`src/rtl/reg_hazard_scoreboard.sv`:
```
// ID-stage register hazard tracker: one entry per downstream stage, producing
// per-port forwarding selects and a single load-use stall for the in-order pipeline.
module reg_hazard_scoreboard #(
   parameter int REG_ADDR_WIDTH   = 5,
   parameter int READ_PORTS       = 2,
   parameter int PIPE_DEPTH       = 3,
   parameter int LOAD_READY_STAGE = 2,
   parameter int SEL_WIDTH        = 2
) (
   input  logic                                 clk_i,
   input  logic                                 rst_ni,
   input  logic                                 id_valid_i,
   input  logic [READ_PORTS-1:0]                id_read_en_i,
   input  logic [READ_PORTS*REG_ADDR_WIDTH-1:0] id_read_addr_i,
   input  logic                                 id_write_en_i,
   input  logic [REG_ADDR_WIDTH-1:0]            id_write_addr_i,
   input  logic                                 id_is_load_i,
   input  logic                                 hold_i,
   input  logic                                 flush_i,
   output logic                                 stall_o,
   output logic [READ_PORTS*SEL_WIDTH-1:0]      fwd_sel_o,
   output logic [SEL_WIDTH:0]                   pending_cnt_o
);

   localparam logic [SEL_WIDTH-1:0] LoadRdy = SEL_WIDTH'(LOAD_READY_STAGE);
   localparam logic [SEL_WIDTH-1:0] AluRdy  = SEL_WIDTH'(1);

   // Entry k sits k stages past ID; index 1 is EX and the youngest producer.
   logic [PIPE_DEPTH:1]                     entryValid_q, entryValid_d;
   logic [PIPE_DEPTH:1][REG_ADDR_WIDTH-1:0] entryAddr_q, entryAddr_d;
   logic [PIPE_DEPTH:1][SEL_WIDTH-1:0]      entryRdy_q, entryRdy_d;
   logic [SEL_WIDTH:0]                      pendingCnt_q, pendingCnt_d;

   logic [READ_PORTS-1:0]           portHazard;
   logic [READ_PORTS*SEL_WIDTH-1:0] fwdSel;
   logic                            stall;
   logic                            allocate;

   always_comb begin
      logic [REG_ADDR_WIDTH-1:0] srcAddr;
      logic                      matchFound;
      logic                      matchReady;
      logic [SEL_WIDTH-1:0]      matchIdx;
      portHazard = '0;
      fwdSel     = '0;
      srcAddr    = '0;
      matchFound = 1'b0;
      matchReady = 1'b0;
      matchIdx   = '0;
      for (int p = 0; p < READ_PORTS; p++) begin
         srcAddr    = id_read_addr_i[p*REG_ADDR_WIDTH +: REG_ADDR_WIDTH];
         matchFound = 1'b0;
         matchReady = 1'b0;
         matchIdx   = '0;
         // Scan oldest to youngest so the youngest match overwrites older ones.
         for (int k = PIPE_DEPTH; k >= 1; k--) begin
            if (entryValid_q[k] && (entryAddr_q[k] == srcAddr)) begin
               matchFound = 1'b1;
               matchIdx   = SEL_WIDTH'(k);
               matchReady = (SEL_WIDTH'(k) >= entryRdy_q[k]);
            end
         end
         if (id_valid_i && id_read_en_i[p] && (srcAddr != '0) && matchFound) begin
            if (matchReady) begin
               fwdSel[p*SEL_WIDTH +: SEL_WIDTH] = matchIdx;
            end else begin
               portHazard[p] = 1'b1;
            end
         end
      end
   end

   assign stall    = (|portHazard) && !flush_i;
   assign allocate = id_valid_i && !stall && id_write_en_i && (id_write_addr_i != '0);

   always_comb begin
      entryValid_d = entryValid_q;
      entryAddr_d  = entryAddr_q;
      entryRdy_d   = entryRdy_q;
      if (flush_i) begin
         entryValid_d = '0;
      end else if (!hold_i) begin
         for (int k = PIPE_DEPTH; k >= 2; k--) begin
            entryValid_d[k] = entryValid_q[k-1];
            entryAddr_d[k]  = entryAddr_q[k-1];
            entryRdy_d[k]   = entryRdy_q[k-1];
         end
         entryValid_d[1] = allocate;
         entryAddr_d[1]  = id_write_addr_i;
         entryRdy_d[1]   = id_is_load_i ? LoadRdy : AluRdy;
      end
      pendingCnt_d = '0;
      for (int k = 1; k <= PIPE_DEPTH; k++) begin
         pendingCnt_d = pendingCnt_d + (SEL_WIDTH+1)'(entryValid_d[k]);
      end
   end

   always_ff @(posedge clk_i or negedge rst_ni) begin
      if (!rst_ni) begin
         entryValid_q <= '0;
         entryAddr_q  <= '0;
         entryRdy_q   <= '0;
         pendingCnt_q <= '0;
      end else begin
         entryValid_q <= entryValid_d;
         entryAddr_q  <= entryAddr_d;
         entryRdy_q   <= entryRdy_d;
         pendingCnt_q <= pendingCnt_d;
      end
   end

   assign stall_o       = stall;
   assign fwd_sel_o     = fwdSel;
   assign pending_cnt_o = pendingCnt_q;

endmodule
```
`config.mk`:
```
export PLATFORM = sky130hd
export DESIGN_NAME = reg_hazard_scoreboard
export DESIGN_NICKNAME = d
export VERILOG_FILES = /design/src/rtl/reg_hazard_scoreboard.sv
export SDC_FILE = /design/constraint.sdc
export NUM_CORES = 1
export LEC_CHECK = 0
export ABC_CLOCK_PERIOD_IN_PS = 2760
export BUFFER_PORTS_ARGS = -buffer_cell sky130_fd_sc_hd__buf_2
export CAP_MARGIN = 20
export CORE_UTILIZATION = 30
export CTS_CLUSTER_DIAMETER = 60
export DETAILED_ROUTE_END_ITERATION = 16
export GPL_ROUTABILITY_DRIVEN = 0
export GPL_TIMING_DRIVEN = 0
export HOLD_SLACK_MARGIN = 0.02
export PLACE_DENSITY = 0.62
export REMOVE_ABC_BUFFERS = 1
export SETUP_SLACK_MARGIN = 0.02
export SLEW_MARGIN = 30
export SYNTH_ARGS = -nofsm -noshare
export SYNTH_HDL_FRONTEND = slang
export SYNTH_SLANG_ARGS = --single-unit
export TNS_END_PERCENT = 50
```
`constraint.sdc`:
```
create_clock -name clk_i -period 2.76 [get_ports clk_i]
set_input_delay 0.828 -clock clk_i [delete_from_list [all_inputs] [get_ports clk_i]]
set_output_delay 0.828 -clock clk_i [all_outputs]
set_load 0.005 [all_outputs]
```
Word-level counts from Yosys, hierarchy flattened
Index checks and enable logic that the tools add are counted.
W data, S select, Z words.
{ "word_totals": {"register_bits": 27, "in_bits": 24, "out_inout_bits": 8, "elab_cells": 73} }
{ "op_classes": {"add_sub_neg": 2, "magnitude_cmp": 3, "eq_ne": 6, "n_mux": 29, "bitwise_logic": 2, "n_reduce_logical": 23} }
{ "ops": {"columns": ["op", "count"], "rows": [
  ["$eq A5 B5 Y1", 6],
  ["$mux W2", 11],
  ["$logic_and A1 B1 Y1", 16],
  ["$mux W1", 16],
  ["$reduce_bool A5 Y1", 3],
  ["$mux W3", 2],
  ["$ge A2 B2 Y1 const A", 2],
  ["$add A2 B1 Y3", 1],
  ["$add A1 B1 Y2", 1],
  ["$ge A1 B2 Y1 const A", 1],
  ["$logic_not A1 Y1", 2],
  ["$not A1 Y1", 2],
  ["$reduce_and A2 Y1", 1],
  ["$reduce_or A2 Y1", 1]
]} }

Longest topological paths before layout
{ "depth": {"word_depth": 17, "ltp_mapped": 7, "mapped_depth_nobuf": 7} }

Worst setup path after synthesis
No wires, ideal clock.
{ "synth_path": {"path_type": "input to output", "from": "input id_read_addr_i[5]", "to": "output stall_o", "t_arrival_ns": 2.006, "required_time_ns": 1.932, "setup_slack_ns": -0.074, "path_stages": 6, "path_buffers": 0, "cell_sequence": "or4_1 > o211ai_2 > inv_1 > a32oi_1 > o211ai_1 > nor2b_1"} }
{ "synth_via": {"elab_chain_len": 9, "elab_cells_between_ends": 19, "cone_classes": "eq/ne: 3; mux: 8; reduce/logical: 8"} }
{ "synth_rtl": {"columns": ["element", "line", "text"], "rows": [
  ["start, declared", "14", "input logic [READ_PORTS*REG_ADDR_WIDTH-1:0] id_read_addr_i,"],
  ["$eq A5 B5 Y1", "57", "if (entryValid_q[k] && (entryAddr_q[k] == srcAddr)) begin"],
  ["$logic_and A1 B1 Y1", "57", null],
  ["$mux W1 (3 in series)", "57", null],
  ["$mux W1 / $logic_and A1 B1 Y1 (equally long branches)", "64, 63", null],
  ["$mux W1 *", "63", "if (id_valid_i && id_read_en_i[p] && (srcAddr != '0) && matchFound) begin"],
  ["$reduce_or A2 Y1 *", "73", "assign stall = (|portHazard) && !flush_i;"],
  ["$logic_and A1 B1 Y1 *", "73", null],
  ["end, declared", "20", "output logic stall_o,"]
]} }
Mark *: on every way between the ends. The rest lies on a longest branch, timed or not.

Final worst setup path
{ "layout_path": {"from": "input id_read_addr_i[2]", "to": "output fwd_sel_o[0]"} }
{ "layout_via": {"elab_chain_len": 7, "elab_cells_between_ends": 20, "cone_classes": "eq/ne: 3; mux: 11; reduce/logical: 6"} }
{ "layout_rtl": {"columns": ["element", "line", "text"], "rows": [
  ["$eq A5 B5 Y1", "57", null],
  ["$logic_and A1 B1 Y1", "57", null],
  ["$mux W2 / $mux W1 (equally long branches) (3 in series)", "57", null],
  ["$mux W2 / $logic_and A1 B1 Y1 (equally long branches)", "64, 63", null],
  ["$mux W2 *", "63", null],
  ["end, declared", "21", "output logic [READ_PORTS*SEL_WIDTH-1:0] fwd_sel_o,"]
]} }
Marked as above.

==> run summary <==
outcome -> finished with violations
failing checks -> setup timing
root buf cell -> clkbuf_8
Max-cap violations -> 0
DR WL/cell -> 15.00 um
top post-synthesis cells by count -> 24 x dfrtp_1, 21 x xor2_1, 11 x mux2_2, 9 x xnor2_1
most common cell in the netlist -> dfrtp_1
DRT iter0 DRCs -> 29
Hold Crit Depth -> 1
min cycle time layout -> 3149 ps
Clock Pin Slew Worst Setup and Hold Paths -> 90 ps
CP endpoint kind -> primary output
Largest stage delay, worst path -> 370 ps
CP cell instances -> buf_2 -> xor2_1 -> nor4_2 -> and3_1 -> mux2_2 -> nor2_1 -> buf_2
Sw Ratio -> 30.19%
final setup fails -> 5
CP max stage cell -> nor4_2
GRT overflow -> 0
clk sinks -> 24
CP Data Required Time -> 1930 ps
crit path buf inv count -> 2
number of flops mapped to enable cells by yosys -> 0
origin of the critical flop-to-flop path -> entryAddr_q[0]
IO buf count -> 30
WP data arrival -> 2320 ps
Setup CP Type -> in2out
f_max -> 317.5 MHz
share of the synthesized area in the top cell type -> 42.74%
Total Routing Usage GR -> 13.43%
Place WS -> -477.1 ps
Die Span Y -> 70.44 um
chip width -> 70.44 um
Max IR drop VDD -> 330.6 uV
post-route ant nets -> 0
WP depth -> 7
setup_tns -> -1272 ps
initial cell density of the core -> 31.83%
worst slew pin tran -> 614.8 ps
Synth Register Bits -> 24
via/cell ratio -> 5.047
count of cell types in the netlist -> 31
final hold violation count -> 0
main flop type after synthesis -> dfrtp_1
# IOs -> 32
post-synthesis sequential area ratio -> 42.74%
yosys warns -> 0
total power -> 0.001074 W
share of cells above drive strength 1 -> 39.13%
# rows -> 24
Fin Clk Skew -> 2.899 ps
Synth area leader -> dfrtp_1
Antenna diodes -> 0
nets@finish -> 187
Rel. slew slack -> 58.92%
Comb power frac -> 24.8%
Routed WL -> 3194 um
share of power burned in registers -> 45.7%
max-slew violation count -> 0
Num CTS Buffers -> 3
Startpoint Class -> input port
drt first pass iters -> 4
largest net degree at the start of global routing -> 25
Pleak -> 0.8019 nW
Crit. Startpoint -> id_read_addr_i[2]
die area -> 4961 um^2
CTS tree -> done
syn avg cell area -> 11.15 um^2
CP most frequent cell -> buf_2
Hold Crit Start -> entryRdy_q[0]
DP HPWL -> 2293 um
vias in the first global route -> 1030
CORE AREA -> 4414 um^2
internal cell power -> 0.0007496 W
total power per unit cell area -> 587.0 nW/um^2
Worst R2R Path Depth -> 8
Sw Pwr -> 0.0003242 W
Synth async-reset ratio -> 100.0%
Hold WC Path Type -> reg2reg
Top Family by Delay on Critical Path -> simple AND/OR/NAND/NOR gates
top cells by area, synth -> dfrtp_1 43%, xor2_1 13%, mux2_2 8.8%
htree depth -> 1
later-pin clock latency in the skew report -> 280 ps
worst-path fanout max -> 4
first-pass GRT wire length -> 5009 um
antenna violations before repair -> 0
clk buf depth -> 2
DRC Markers -> 0
Layout area overhead -> 30.19%
cell count after synthesis -> 126
area of the mapped netlist -> 1405 um^2
Vias -> 1075
period utilisation layout -> 114.1%
worst setup margin -> -389.1 ps
clock share of power -> 29.5%
RSZ-0062 raised after global routing -> true
[power groups by stage]
| stage | clock [W] | sequential, W | combinational, W |
|---|---|---|---|
| CTS | 0.000322 | 0.000491 | 0.000248 |
| floorplan | 0 | 0.000480 | 0.000161 |
| finish | 0.000317 | 0.000490 | 0.000267 |
| detailed placement | 0 | 0.000498 | 0.000225 |
| global placement | 0 | 0.000498 | 0.000221 |
| global route | 0.000334 | 0.000501 | 0.000288 |
[worst reg2reg max path, cell delays in order, from the launching register on]
cell	delay [ps]
dfrtp_1	450
xor2_2	200
nor4_2	310
and3_4	250
nand2b_1	140
o211ai_1	120
buf_4	150
o22ai_1	260
fa_1	440
[repair_timing]
action	4_1_cts	5_1_grt
hold buffers	0	0
buffers inserted	4	0
resized for setup	18	9
cloned	0	0
endpoints found under the hold margin	0	0
pin swaps	11	6
endpoints found under the setup margin	5	6
[kinds of logic (layout without fill, tap and decap cells)]
family                     after synthesis  after routing  share of synthesized area (%)
and+or+nand+nor                         31             31                          11.76
xor gates and xnor gates                30             30                          18.70
DFF                                     24             24                          42.74
muxes                                   21             21                          16.65
AOI/OAI and AO/OA                       12             12                          6.590
buffers and inverters                    6             41                          1.870
adders and majority gates                1              1                          1.425
other                                    1              1                         0.2669
[stage by stage]
stage	instances	cell area, um^2	utilization [%]	hold slack (ps)
after floorplan	123	1390	-	480.2
after global routing	213	1829	41.44	535.7
final	213	1829	41.44	516.7
after detailed placement	205	1613	36.54	493.2
after global placement	205	1605	36.37	488.3
after CTS	213	1787	40.48	518.8
[sequential cells by signal, summed over array words and instances, names as in the netlist]
| name | count |
|---|---|
| entryValid_q | 3 |
| pending_cnt_o | 2 |
| entryAddr_q | 15 |
| entryRdy_q | 4 |
[per-layer routing]
layer	vias up	wire length, um	GRT usage [%]
li1	511	-	-
met1	520	1500	18.47
met2	37	1446	20.32
met3	7	157	2.597
met4	0	89	6.000
met5	-	0	0
[worst paths after layout]
path | end | slack, ps
setup / recovery | fwd_sel_o[0] | -390
hold reg to reg | entryRdy_q[2] | 520
setup reg to reg | pending_cnt_o[0] | 310
max in group asynchronous | entryRdy_q[0] | 1870
hold / removal | entryRdy_q[2] | 520
min in group asynchronous | entryAddr_q[3] | 530
[layout by cell type, fill, tap and decap left out, types with 2 or more instances in the layout]
cell type	synthesis	final
and3_1	3	2
buf_2	0	25
buf_4	1	4
buf_6	0	2
buf_8	0	3
clkbuf_8	0	3
dfrtp_1	24	24
inv_1	3	3
mux2_1	8	8
mux2_2	11	10
mux2i_1	2	2
nand2_1	5	5
nand3_1	2	2
nand4_1	2	2
nor2_1	8	6
nor2_4	0	2
nor4_2	0	4
or4_4	0	2
xnor2_1	9	9
xor2_1	21	20
[final cells by class]
type / instances / area, um^2
Clock inverter: 1 / 30.03
Inverter: 3 / 11.26
Multi-Input combinational cell: 96 / 858.3
Sequential cell: 24 / 600.6
Clock buffer: 3 / 41.29
Fill cell: 418 / 2585
Timing Repair Buffer: 34 / 222.7
Tap cell: 52 / 65.06
No activity file was read; power rests on OpenSTA's default activity.
